`config.mk`:
```
export PLATFORM = sky130hd
export DESIGN_NAME = alu_arbiter
export DESIGN_NICKNAME = d
export VERILOG_FILES = /design/src/rtl/alu_arbiter.sv
export SDC_FILE = /design/constraint.sdc
export NUM_CORES = 1
export LEC_CHECK = 0
export CAP_MARGIN = 20
export CORE_MARGIN = 1.5
export CORE_UTILIZATION = 42
export CTS_BUF_LIST = sky130_fd_sc_hd__clkbuf_4
export DETAILED_ROUTE_END_ITERATION = 8
export PLACE_DENSITY = 0.8
export SYNTH_ARGS = -nofsm -noshare
export SYNTH_HDL_FRONTEND = slang
export SYNTH_SLANG_ARGS = --single-unit
```
`constraint.sdc`:
```
create_clock -name clk -period 1.8 [get_ports clk]
set_input_delay 0.18 -clock clk [delete_from_list [all_inputs] [get_ports clk]]
set_output_delay 0.18 -clock clk [all_outputs]
set_load 0.01 [all_outputs]
```
`src/rtl/alu_arbiter.sv`:
```
// -----------------------------------------------------------------------------
// alu_arbiter
//   Shares one external, purely combinational int_alu between two requesters.
//   Port 0 is the execute stage and port 1 is the branch/address unit.
//   A round-robin arbiter picks one request per cycle. The chosen operands go
//   into a single issue register (S1) that drives the ALU. The ALU result is
//   captured into a per-port response register on the next edge.
//
// Ports
//   clk, rst          clock; synchronous active-high reset
//   req_valid/ready   per-port request handshake (ready = combinational grant)
//   req_op/alt/a/b    per-port ALU operation and operands
//   req_tag           per-port opaque tag, echoed on the response
//   rsp_valid/ready   per-port response handshake
//   rsp_y/zero/tag    per-port captured result, zero flag and tag
//   alu_op/alt/a/b    to int_alu, driven straight from S1
//   alu_y/zero        from int_alu
// -----------------------------------------------------------------------------
module alu_arbiter #(
    parameter int TAG_W   = 4,
    parameter int RR_INIT = 0
) (
    input  logic                 clk,
    input  logic                 rst,
    input  logic [1:0]           req_valid,
    output logic [1:0]           req_ready,
    input  logic [5:0]           req_op,
    input  logic [1:0]           req_alt,
    input  logic [63:0]          req_a,
    input  logic [63:0]          req_b,
    input  logic [2*TAG_W-1:0]   req_tag,
    output logic [1:0]           rsp_valid,
    input  logic [1:0]           rsp_ready,
    output logic [63:0]          rsp_y,
    output logic [1:0]           rsp_zero,
    output logic [2*TAG_W-1:0]   rsp_tag,
    output logic [2:0]           alu_op,
    output logic                 alu_alt,
    output logic [31:0]          alu_a,
    output logic [31:0]          alu_b,
    input  logic [31:0]          alu_y,
    input  logic                 alu_zero
);

    localparam logic PRIO_RST = (RR_INIT != 0);

    // Issue stage
    logic             s1_valid_q, s1_valid_d;
    logic             s1_port_q,  s1_port_d;
    logic [2:0]       s1_op_q,    s1_op_d;
    logic             s1_alt_q,   s1_alt_d;
    logic [31:0]      s1_a_q,     s1_a_d;
    logic [31:0]      s1_b_q,     s1_b_d;
    logic [TAG_W-1:0] s1_tag_q,   s1_tag_d;

    // Port currently holding priority when both are eligible
    logic             prio_q, prio_d;

    logic [1:0]       elig;
    logic [1:0]       grant;
    logic             sel;

    // A port may issue only if it is not already in S1 (its result would
    // otherwise land on top of the one in flight) and its response slot is
    // empty or being drained this cycle.
    for (genvar gi = 0; gi < 2; gi++) begin : g_elig
        assign elig[gi] = req_valid[gi]
                        & ~(s1_valid_q & (s1_port_q == 1'(gi)))
                        & (~rsp_valid[gi] | rsp_ready[gi]);
    end

    always_comb begin
        grant = 2'b00;
        if (!rst) begin
            if (&elig) grant = prio_q ? 2'b10 : 2'b01;
            else       grant = elig;
        end
    end

    assign req_ready = grant;
    assign sel       = grant[1];

    always_comb begin
        s1_valid_d = |grant;
        s1_port_d  = s1_port_q;
        s1_op_d    = s1_op_q;
        s1_alt_d   = s1_alt_q;
        s1_a_d     = s1_a_q;
        s1_b_d     = s1_b_q;
        s1_tag_d   = s1_tag_q;
        prio_d     = prio_q;
        if (|grant) begin
            s1_port_d = sel;
            s1_op_d   = sel ? req_op[5:3]  : req_op[2:0];
            s1_alt_d  = sel ? req_alt[1]   : req_alt[0];
            s1_a_d    = sel ? req_a[63:32] : req_a[31:0];
            s1_b_d    = sel ? req_b[63:32] : req_b[31:0];
            s1_tag_d  = sel ? req_tag[2*TAG_W-1:TAG_W] : req_tag[TAG_W-1:0];
            prio_d    = ~sel;
        end
    end

    always_ff @(posedge clk) begin
        if (rst) begin
            s1_valid_q <= 1'b0;
            s1_port_q  <= 1'b0;
            s1_op_q    <= '0;
            s1_alt_q   <= 1'b0;
            s1_a_q     <= '0;
            s1_b_q     <= '0;
            s1_tag_q   <= '0;
            prio_q     <= PRIO_RST;
        end else begin
            s1_valid_q <= s1_valid_d;
            s1_port_q  <= s1_port_d;
            s1_op_q    <= s1_op_d;
            s1_alt_q   <= s1_alt_d;
            s1_a_q     <= s1_a_d;
            s1_b_q     <= s1_b_d;
            s1_tag_q   <= s1_tag_d;
            prio_q     <= prio_d;
        end
    end

    assign alu_op  = s1_op_q;
    assign alu_alt = s1_alt_q;
    assign alu_a   = s1_a_q;
    assign alu_b   = s1_b_q;

    // Per-port response registers. Capture of a new result has precedence
    // over draining; eligibility guarantees the slot is free by then.
    for (genvar gi = 0; gi < 2; gi++) begin : g_rsp
        logic             valid_q, valid_d;
        logic [31:0]      y_q,     y_d;
        logic             zero_q,  zero_d;
        logic [TAG_W-1:0] tag_q,   tag_d;
        logic             capture;

        assign capture = s1_valid_q & (s1_port_q == 1'(gi));

        always_comb begin
            valid_d = valid_q;
            y_d     = y_q;
            zero_d  = zero_q;
            tag_d   = tag_q;
            if (capture) begin
                valid_d = 1'b1;
                y_d     = alu_y;
                zero_d  = alu_zero;
                tag_d   = s1_tag_q;
            end else if (valid_q & rsp_ready[gi]) begin
                valid_d = 1'b0;
            end
        end

        always_ff @(posedge clk) begin
            if (rst) begin
                valid_q <= 1'b0;
                y_q     <= '0;
                zero_q  <= 1'b0;
                tag_q   <= '0;
            end else begin
                valid_q <= valid_d;
                y_q     <= y_d;
                zero_q  <= zero_d;
                tag_q   <= tag_d;
            end
        end

        assign rsp_valid[gi]                   = valid_q;
        assign rsp_y[32*gi+31 -: 32]           = y_q;
        assign rsp_zero[gi]                    = zero_q;
        assign rsp_tag[TAG_W*gi+TAG_W-1 -: TAG_W] = tag_q;
    end

endmodule
```
## Word level (Yosys, flattened, before mapping)

Cells that the tools add are included.

| word-level totals | value |
|---|---|
| output and inout bits | 146 |
| word-level logic and storage cells | 48 |
| memory bits (writable) | 0 |
| memories | 0 |
| latch bits | 0 |
| register bits after elaboration | 151 |
| memory bits (read-only) | 0 |
| input bits | 183 |

| operators by class | value |
|---|---|
| shift-type cells | 0 |
| bitwise logic cells | 16 |
| reduce and logical (&&, ||, !) cells | 4 |
| add/subtract/negate cells | 0 |
| multipliers | 0 |
| $lt $le $gt $ge | 0 |
| div/mod/pow operators | 0 |
| equal/unequal tests | 0 |
| multiplexer cells | 12 |

Operators by type and width:

| cell | number |
|---|---|
| 32-bit 2-to-1 mux | 2 |
| 1-bit bitwise AND | 8 |
| 2-bit 2-to-1 mux | 3 |
| 1-bit NOT | 6 |
| 1-bit 2-to-1 mux | 5 |
| 4-bit 2-to-1 mux | 1 |
| 2-bit nonzero test | 2 |
| 3-bit 2-to-1 mux | 1 |
| 1-bit bitwise OR | 2 |
| 2-bit AND reduction | 1 |
| 2-bit OR reduction | 1 |

## Logic depth before layout (Yosys ltp)

Gate-level depths: netlist of the first run.

| depth | value |
|---|---|
| word-level depth | 9 |
| gate-level depth with buffers | 8 |
| mapped depth without buffers | 4 |

## Worst setup path before layout of the first run

OpenSTA, ideal clock, no wires.

| timing | value |
|---|---|
| kind | reg-to-reg |
| from | register s1_valid_q |
| to | register s1_a_q[13], in the netlist alu_a[13] |
| period minus slack after synthesis | 1607 ps |
| arrival time | 1460 ps |
| data required time | 1653 ps |
| setup slack | 193 ps |
| buffers on the path | 2 |
| cell stages (with the launch flop) | 7 |
| path through | dfxtp_1 nor2b_2 or4b_1 buf_2 buf_2 nand3_1 a311oi_2 |

| on the way | value |
|---|---|
| word-level cells in the longest chain between the ends | 8 |
| elaborated cells on any way between the ends | 13 |
| those cells by class | mux: 3; bitwise: 8; reduce/logical: 2 |

Ends and longest elaborated chain:

| what | RTL line | source |
|---|---|---|
| start, declared | 48 | `logic s1_valid_q, s1_valid_d;` |
| start signal, assigned | 114 | `s1_valid_q <= s1_valid_d;` |
| 1-bit bitwise AND | 68 | `& ~(s1_valid_q & (s1_port_q == 1'(gi)))` |
| 1-bit NOT | 68 |  |
| 1-bit bitwise AND | 68 |  |
| 1-bit bitwise AND | 69 | `& (~rsp_valid[gi] \| rsp_ready[gi]);` |
| 2-bit AND reduction | 75 | `if (&elig) grant = prio_q ? 2'b10 : 2'b01;` |
| 2-bit 2-to-1 mux (*) | 75 |  |
| 2-bit 2-to-1 mux (*) | 74 | `if (!rst) begin` |
| 32-bit 2-to-1 mux or 2-bit OR reduction (tied branches) | 96, 92 |  |
| end signal, assigned | 109 | `s1_a_q <= '0;` |
| end signal, assigned | 118 | `s1_a_q <= s1_a_d;` |
| end, declared | 52 | `logic [31:0] s1_a_q, s1_a_d;` |

Every way passes the cells marked *; elsewhere a longest branch is shown, timed or not.
A chain may end at the register's enable or synchronous reset.

## Worst setup path in the final report of the first run

| timing | value |
|---|---|
| from | register g_rsp[0].valid_q |
| to | register s1_op_q[0], in the netlist alu_op[0] |

| on the way | value |
|---|---|
| word-level cells in the longest chain between the ends | 7 |
| elaborated cells on any way between the ends | 8 |
| those cells by class | mux: 3; bitwise: 3; reduce/logical: 2 |

Ends and longest elaborated chain:

| what | RTL line | source |
|---|---|---|
| start, declared | 133 | `logic valid_q, valid_d;` |
| start signal, assigned | 163 | `valid_q <= valid_d;` |
| 1-bit NOT (*) | 69 |  |
| 1-bit bitwise OR (*) | 69 |  |
| 1-bit bitwise AND (*) | 69 |  |
| 2-bit AND reduction | 75 |  |
| 2-bit 2-to-1 mux (*) | 75 |  |
| 2-bit 2-to-1 mux (*) | 74 |  |
| 3-bit 2-to-1 mux or 2-bit OR reduction (tied branches) | 94, 92 |  |
| end signal, assigned | 116 | `s1_op_q <= s1_op_d;` |
| end, declared | 50 | `logic [2:0] s1_op_q, s1_op_d;` |

Marked as above.

==> results.txt, run 1 <==
----------------------------------------------------
[Outcome]
  Outcome ... finished with violations
  Failing checks ... setup timing

[CTS]
  TritonCTS clock tree ... done
  Clock insertion delay at the later pin of the skew report ... 0.55 ns
  Total clock sinks ... 151
  Maximum clock insertion buffer count ... 2
  Clock Root Buffer ... clkbuf_4
  H-tree depth ... 4
  Total CTS buffers ... 17
  Clk slew on worst S/H paths ... 0.12 ns

[Global routing]
  Vias in the first global route ... 6646
  Grt ovf ... 0
  Number of antenna violations at the first check in global routing ... 1
  Total routing usage reported by global routing ... 26.15%
  Maximum number of pins on one net before global-route repair ... 79
  Global-route wire length before repair ... 34180 um

[Timing]
  Largest clock skew in the final design ... 0.02431 ns
  Tcrit/Tclk final ... 100.5%
  Unrepaired setup endpoints after global routing ... true
  Time the worst path needs with I/O delays and setup ... 1.809 ns
  Slew Limit Headroom ... 47.05%
  Post-route setup TNS ... -0.01226 ns
  Maximum operating frequency ... 552.9 MHz
  Setup Viol. Count Final ... 3
  Slew of the pin with the lowest slew margin ... 0.7943 ns
  Final hold violation count ... 0
  Setup slack of the critical path after layout ... -0.008590 ns
  Final Slew Violations ... 0
  Worst hold margin ... 0.1440 ns

[Finish]
  Final-stage net count ... 1262
  Utilization of the core after routing ... 69.26%
  Most common library cell in the layout ignoring fill and taps ... clkdlybuf4s50_1
  Most used cells in the layout excluding fill and tap cells ... clkdlybuf4s50_1, nand2_1, dfxtp_1, a21oi_1, nor3_1
  Layout cells sized above 1 ... 13.93%
  Post-route non-filler standard cell count ... 1303
  Layout Cell Area excl Fill ... 10610 um^2
  Area added between synthesis and finish ... 59.36%

[Routing]
  Via density ... 5.430
  Drt wl/cell ... 17.09 um
  Wire length after detailed routing ... 22270 um
  Total DRC errors in the routed layout ... 0
  Remaining antenna violation count ... 0
  1st-iter DRT viols ... 397
  Number of detailed-route iterations in the first pass ... 5
  Total via count after detailed routing ... 7075

[Worst setup path]
  Capturing instance or port of the critical path ... alu_op[0]$_SDFFE_PP0P_
  Reg2Reg Depth ... 7
  R2r startpoint ... g_rsp[0].valid_q$_SDFFE_PP0P_
  Required time of the worst setup path ... 2.24 ns
  Crit path DAT ... 2.25 ns
  Register-to-register path setup slack ... -0.009 ns
  Worst flop-to-flop path endpoint ... alu_op[0]$_SDFFE_PP0P_
  Highest fanout seen on the critical path ... 39
  Element type at the critical path end ... flip-flop
  Kind of start point of the critical path ... flip-flop
  Category of the critical setup timing path ... flip-flop to flip-flop
  Critical Path Source ... g_rsp[0].valid_q$_SDFFE_PP0P_

[Floorplan]
  Floorplan row count ... 45
  Area of the placeable core ... 15310 um^2
  Floorplan die area ... 16610 um^2
  Horizontal die dimension ... 128.9 um
  Initial core utilization ... 43.46%
  Number of ports placed on the die boundary ... 329
  Vertical die dimension ... 128.9 um

[Synthesis]
  Leading area contributor after synthesis ... dfxtp_1
  Area of the mapped netlist ... 6656 um^2
  Area contributors post-synth ... dfxtp_1, a311oi_2, nand2_1
  Syn Nets ... 960
  Number of warnings printed during yosys synthesis ... 0
  Synth top area share ... 45.41%
  Yosys cell types ... 25
  Flop and latch count out of synthesis ... 151
  Number of instances in the synthesized netlist ... 777
  Post-synthesis average cell area ... 8.567 um^2
  Proportion of synthesized chip area in sequential cells ... 45.41%

[Power and ir drop]
  Power per Cell Area ... 799.9 nW/um^2
  Internal power contribution ... 0.005869 W
  Combinational power share ... 30.8%
  Maximum vdd ir drop ... 412.1 uV
  Sequential power share ... 44.8%
  Clk pwr share ... 24.4%
  Switching Power ... 0.002616 W
  Net switching fraction of the power ... 30.84%
  Static Leak ... 3.558 nW

[Place]
  Number of I/O port buffers ... 328
  Final GP Congestion ... 0.8501
  Cells after DPL ... 1267
  Hpwl dp ... 15250 um
  Area after detailed placement ... 10250 um^2

[Worst hold path]
  Class of the tightest hold or removal check ... input port to flip-flop

[Run]
  Total of max-cap violations ... 0

----------------------------------------------------
==> worst min path at each step <==
| stage | startpoint | endpoint | cells past startpoint |
|---|---|---|---|
| floorplan | alu_zero | g_rsp[0].zero_q$_SDFFE_PP0P_ | 2 |
| global placement | g_rsp[1].y_q[7]$_SDFFE_PP0P_ | g_rsp[1].y_q[7]$_SDFFE_PP0P_ | 2 |
| detailed placement | g_rsp[1].y_q[31]$_SDFFE_PP0P_ | g_rsp[1].y_q[31]$_SDFFE_PP0P_ | 2 |
| CTS | req_a[38] | alu_a[6]$_SDFFE_PP0P_ | 3 |
| global route | rst | alu_b[26]$_SDFFE_PP0P_ | 3 |
| finish | rst | g_rsp[1].valid_q$_SDFFE_PP0P_ | 3 |
==> flip-flops by register name (all words and copies together) (netlist names) <==
| name | flops |
|---|---|
| prio_q | 1 |
| g_rsp.zero_q | 2 |
| g_rsp.tag_q | 8 |
| s1_port_q | 1 |
| s1_tag_q | 4 |
| alu_op | 3 |
| alu_b | 32 |
| alu_alt | 1 |
| s1_valid_q | 1 |
| g_rsp.y_q | 64 |
| g_rsp.valid_q | 2 |
| alu_a | 32 |
==> kinds of logic after synthesis <==
| kind of cell | count (synthesis) | share of synthesized area [%] |
|---|---|---|
| DFF | 151 | 45.41 |
| buffers and inverters | 93 | 7.049 |
| and+or+nand+nor | 313 | 21.24 |
| AOI/OAI and AO/OA | 220 | 26.30 |
==> metrics by stage <==
stage	total power [W]	worst slack (ns)
2_1_floorplan	0.005100	0.1935
3_3_place_gp	0.006415	-0.2781
3_5_place_dp	0.006452	-0.3180
4_1_cts	0.008529	-0.05301
5_1_grt	0.008901	-0.1152
6_report	0.008485	-0.008590
==> routing by layer <==
metal  wire [um]  vias to the layer above  track usage [%]
met1        8578                     3314            29.73
li1            -                     3399                -
met5           0                        -                0
met3        1763                       55            7.568
met4         775                        0            12.10
met2       11150                      307            45.36
==> cell usage after synthesis <==
| master | count |
|---|---|
| dfxtp_1 | 151 |
| o32ai_1 | 1 |
| a21oi_1 | 75 |
| nor2b_2 | 1 |
| buf_2 | 25 |
| inv_1 | 1 |
| o21ai_0 | 72 |
| buf_4 | 8 |
| clkbuf_1 | 45 |
| nand2_1 | 150 |
| nor2b_1 | 3 |
| nor3_1 | 73 |
| nand2b_1 | 1 |
| or2_1 | 1 |
| a311oi_1 | 12 |
| buf_1 | 2 |
| or4b_1 | 1 |
| buf_6 | 7 |
| a311oi_2 | 60 |
| and2_1 | 2 |
| and3_1 | 2 |
| nor4b_2 | 2 |
| nand3_1 | 73 |
| clkbuf_2 | 5 |
| nor2_1 | 4 |
==> timing repair <==
item,CTS,global route
cloned,0,1
pin swaps,3,4
buffers inserted,2,0
hold buffers,0,0
endpoints found under the setup margin,72,46
resized for setup,15,4
==> cell type report <==
class | instances | area [um^2]
Tap cell | 211 | 264.0
Fill cell | 1258 | 4707
Clock buffer | 19 | 142.6
Multi-Input combinational cell | 533 | 3211
Clock inverter | 12 | 127.6
Timing Repair Buffer | 375 | 3826
Inverter | 1 | 3.754
Antenna cell | 1 | 2.502
Sequential cell | 151 | 3030
==> worst max-delay path, stage by stage (launching register included) <==
cell	delay (ns)
dfxtp_2	0.34
nor2b_4	0.14
buf_6	0.12
nor4b_4	0.27
buf_4	0.22
buf_12	0.20
o21ai_0	0.15
a311oi_2	0.27
==> power groups by stage <==
stage / Clock (W) / Combinational, W / Sequential, W
global route: 0.00226 / 0.00281 / 0.00383
finish: 0.00207 / 0.00261 / 0.00380
floorplan: 0 / 0.00111 / 0.00399
detailed placement: 0 / 0.00258 / 0.00387
global placement: 0 / 0.00256 / 0.00386
CTS: 0.00213 / 0.00260 / 0.00380
Note: power is estimated with default switching activity, not from simulation.
==> run 2: changes to the inputs <==
CORE_MARGIN = unset   (was 1.5)
CTS_CLUSTER_DIAMETER = 80   (was unset)
SETUP_SLACK_MARGIN = 0.4   (was unset)
==> run 2 against run 1 <==
Effect of this change:
- the run still ends with setup timing left
- die area shrank 1.5%
- clock power grew 9%
- combinational power grew 24%
- sequential cell count is the same
- global-route usage grew 4.7 points
==> results.txt, run 2 (synthesis gave the netlist of run 1 again) <==
----------------------------------------------------
[Worst setup path]
  Slowest stage cell, crit path ... dfxtp_2
  Delay of the slowest cell on the worst path ... 0.36 ns
  Cell with the most instances on the worst path ... buf_6
  R2r startpoint ... s1_valid_q$_SDFF_PP0_
  Worst flop-to-flop path endpoint ... alu_b[26]$_SDFFE_PP0P_
  Category of the critical setup timing path ... flip-flop to flip-flop
  Register-to-register path setup slack ... -0.15 ns
  Reg2Reg Depth ... 9
  Element type at the critical path end ... flip-flop
  Sequence of cells on the critical path ... nor2b_4 -> nor4b_4 -> buf_4 -> buf_6 -> or2_4 -> buf_6 -> buf_12 -> clkbuf_16 -> a311oi_2
  Required time of the worst setup path ... 2.26 ns
  Crit path DAT ... 2.41 ns
  Kind of start point of the critical path ... flip-flop
  Highest fanout seen on the critical path ... 7

[Routing]
  Drt wl/cell ... 19.42 um
  Remaining antenna violation count ... 0
  1st-iter DRT viols ... 480
  Wire length after detailed routing ... 26190 um
  Number of detailed-route iterations in the first pass ... 5
  Via density ... 5.617
  Total via count after detailed routing ... 7578
  Total DRC errors in the routed layout ... 0

[Floorplan]
  Number of ports placed on the die boundary ... 329
  Floorplan row count ... 45
  Floorplan die area ... 16360 um^2
  Area of the placeable core ... 15310 um^2
  Vertical die dimension ... 127.9 um
  Initial core utilization ... 43.46%
  Horizontal die dimension ... 127.9 um

[Power and ir drop]
  Maximum vdd ir drop ... 466.1 uV
  Internal power contribution ... 0.006386 W
  Sum of internal, switching and leakage power ... 0.009315 W
  Switching Power ... 0.002929 W
  Static Leak ... 4.290 nW
  Sequential power share ... 41.0%
  Clk pwr share ... 24.2%
  Net switching fraction of the power ... 31.44%
  Power per Cell Area ... 792.8 nW/um^2
  Combinational power share ... 34.8%

[Outcome]
  Outcome ... finished with violations
  Failing checks ... setup timing

[Finish]
  Largest register FFs ... 64
  Layout cells sized above 1 ... 28.85%
  Most used cells in the layout excluding fill and tap cells ... clkdlybuf4s50_1, nand2_1, dfxtp_1, a21oi_1, clkdlybuf4s15_1
  Area added between synthesis and finish ... 76.52%
  Top register by number of flip-flops ... g_rsp.y_q
  Final-stage net count ... 1307
  Most common library cell in the layout ignoring fill and taps ... clkdlybuf4s50_1

[CTS]
  Clock Root Buffer ... clkbuf_4
  Total clock sinks ... 151
  Clock insertion delay at the later pin of the skew report ... 0.56 ns
  Total CTS buffers ... 17
  Clk slew on worst S/H paths ... 0.14 ns
  TritonCTS clock tree ... done
  Maximum clock insertion buffer count ... 2
  H-tree depth ... 4

[Global routing]
  Global-route wire length before repair ... 39100 um
  Busiest grt layer ... met2
  Total routing usage reported by global routing ... 30.86%
  Vias in the first global route ... 7289
  Met3 Resource Use GR ... 8.306%
  Global-route track usage on met1 ... 35.99%
  Grt ovf ... 0
  M2 GR Usage ... 51.60%
  Number of antenna violations at the first check in global routing ... 1
  Maximum number of pins on one net before global-route repair ... 147

[Timing]
  Post-route setup TNS ... -2.329 ns
  Unrepaired setup endpoints after global routing ... true
  Time the worst path needs with I/O delays and setup ... 1.954 ns
  Tcrit/Tclk final ... 108.5%
  Slew of the pin with the lowest slew margin ... 0.8074 ns
  Maximum operating frequency ... 511.8 MHz
  Largest clock skew in the final design ... 0.02412 ns
  Final Slew Violations ... 0
  Setup Viol. Count Final ... 61
  Final hold violation count ... 0
  Setup slack of the critical path after layout ... -0.1539 ns
  Slew Limit Headroom ... 46.17%

[Place]
  Hpwl dp ... 14860 um
  Number of I/O port buffers ... 328
  Final GP Congestion ... 0.8195

[Worst hold path]
  Class of the tightest hold or removal check ... input port to flip-flop
  Worst Hold Path Cells ... 3
  Hold Crit Endpoint ... g_rsp[1].y_q[6]$_SDFFE_PP0P_
  HP Start ... alu_y[6]

[Run]
  Total of max-cap violations ... 0

----------------------------------------------------
run 2: worst max path at each step:
stage / startpoint / end / cells after the start
after CTS: s1_valid_q$_SDFF_PP0_ / req_ready[0] / 4
after global placement: rsp_ready[0] / alu_b[27]$_SDFFE_PP0P_ / 6
final: s1_valid_q$_SDFF_PP0_ / alu_b[26]$_SDFFE_PP0P_ / 9
after global routing: g_rsp[0].valid_q$_SDFFE_PP0P_ / alu_b[26]$_SDFFE_PP0P_ / 9
after detailed placement: rsp_ready[0] / alu_b[7]$_SDFFE_PP0P_ / 6
after floorplan: s1_valid_q$_SDFF_PP0_ / alu_a[13]$_SDFFE_PP0P_ / 6
run 2: through the flow:
| step | cell area [um^2] | hold WS, ns | util (%) | setup WS (ns) | std cells |
|---|---|---|---|---|---|
| 6_report | 11750 | 0.1964 | 76.72 | -0.1539 | 1349 |
| 5_1_grt | 11750 | 0.1637 | 76.72 | -0.1845 | 1349 |
| 4_1_cts | 11560 | 0.1468 | 75.47 | -0.06316 | 1338 |
| 3_5_place_dp | 10240 | 0.4081 | 66.85 | -0.2720 | 1256 |
| 3_3_place_gp | 10240 | 0.4074 | 66.85 | -0.2593 | 1256 |
| 2_1_floorplan | 6780 | 0.3160 | - | 0.2289 | 777 |
run 2: power groups by stage:
stage | registers [W] | clock network [W] | logic (W)
after floorplan | 0.00399 | 0 | 0.00117
after global placement | 0.00387 | 0 | 0.00254
after detailed placement | 0.00388 | 0 | 0.00256
after CTS | 0.00380 | 0.00229 | 0.00304
after global routing | 0.00385 | 0.00245 | 0.00343
final | 0.00382 | 0.00226 | 0.00324
run 2: layout make-up:
class                   count  area (um^2)
fillers                  1068         3565
flip-flops and latches    151         3052
well taps                 211        264.0
clock inverters            12        148.9
multi-input cells         533         3516
repair buffers            420         4613
clock buffers              20        150.1
diodes                      1        2.502
inverters                   1        3.754
run 2: worst max-delay path: cells and delay by family, from the launching register on:
family / cells / cell delay (ns)
buf+inv: 5 / 0.67
flops: 1 / 0.36
simple gates: 3 / 0.57
compound gates: 1 / 0.27
run 2: layer usage:
metal  wire, um  vias to the layer above
met5          0                        -
met4       1224                        0
met3       2118                       87
met2      13170                      392
met1       9677                     3600
li1           -                     3499
run 2: timing repair:
action | in CTS | in global routing
buffers inserted | 30 | 6
cloned | 19 | 4
hold buffers | 1 | 0
gates resized for setup | 350 | 136
setup endpoints to repair | 221 | 183
pin swaps | 13 | 14
endpoints found under the hold margin | 4 | 0
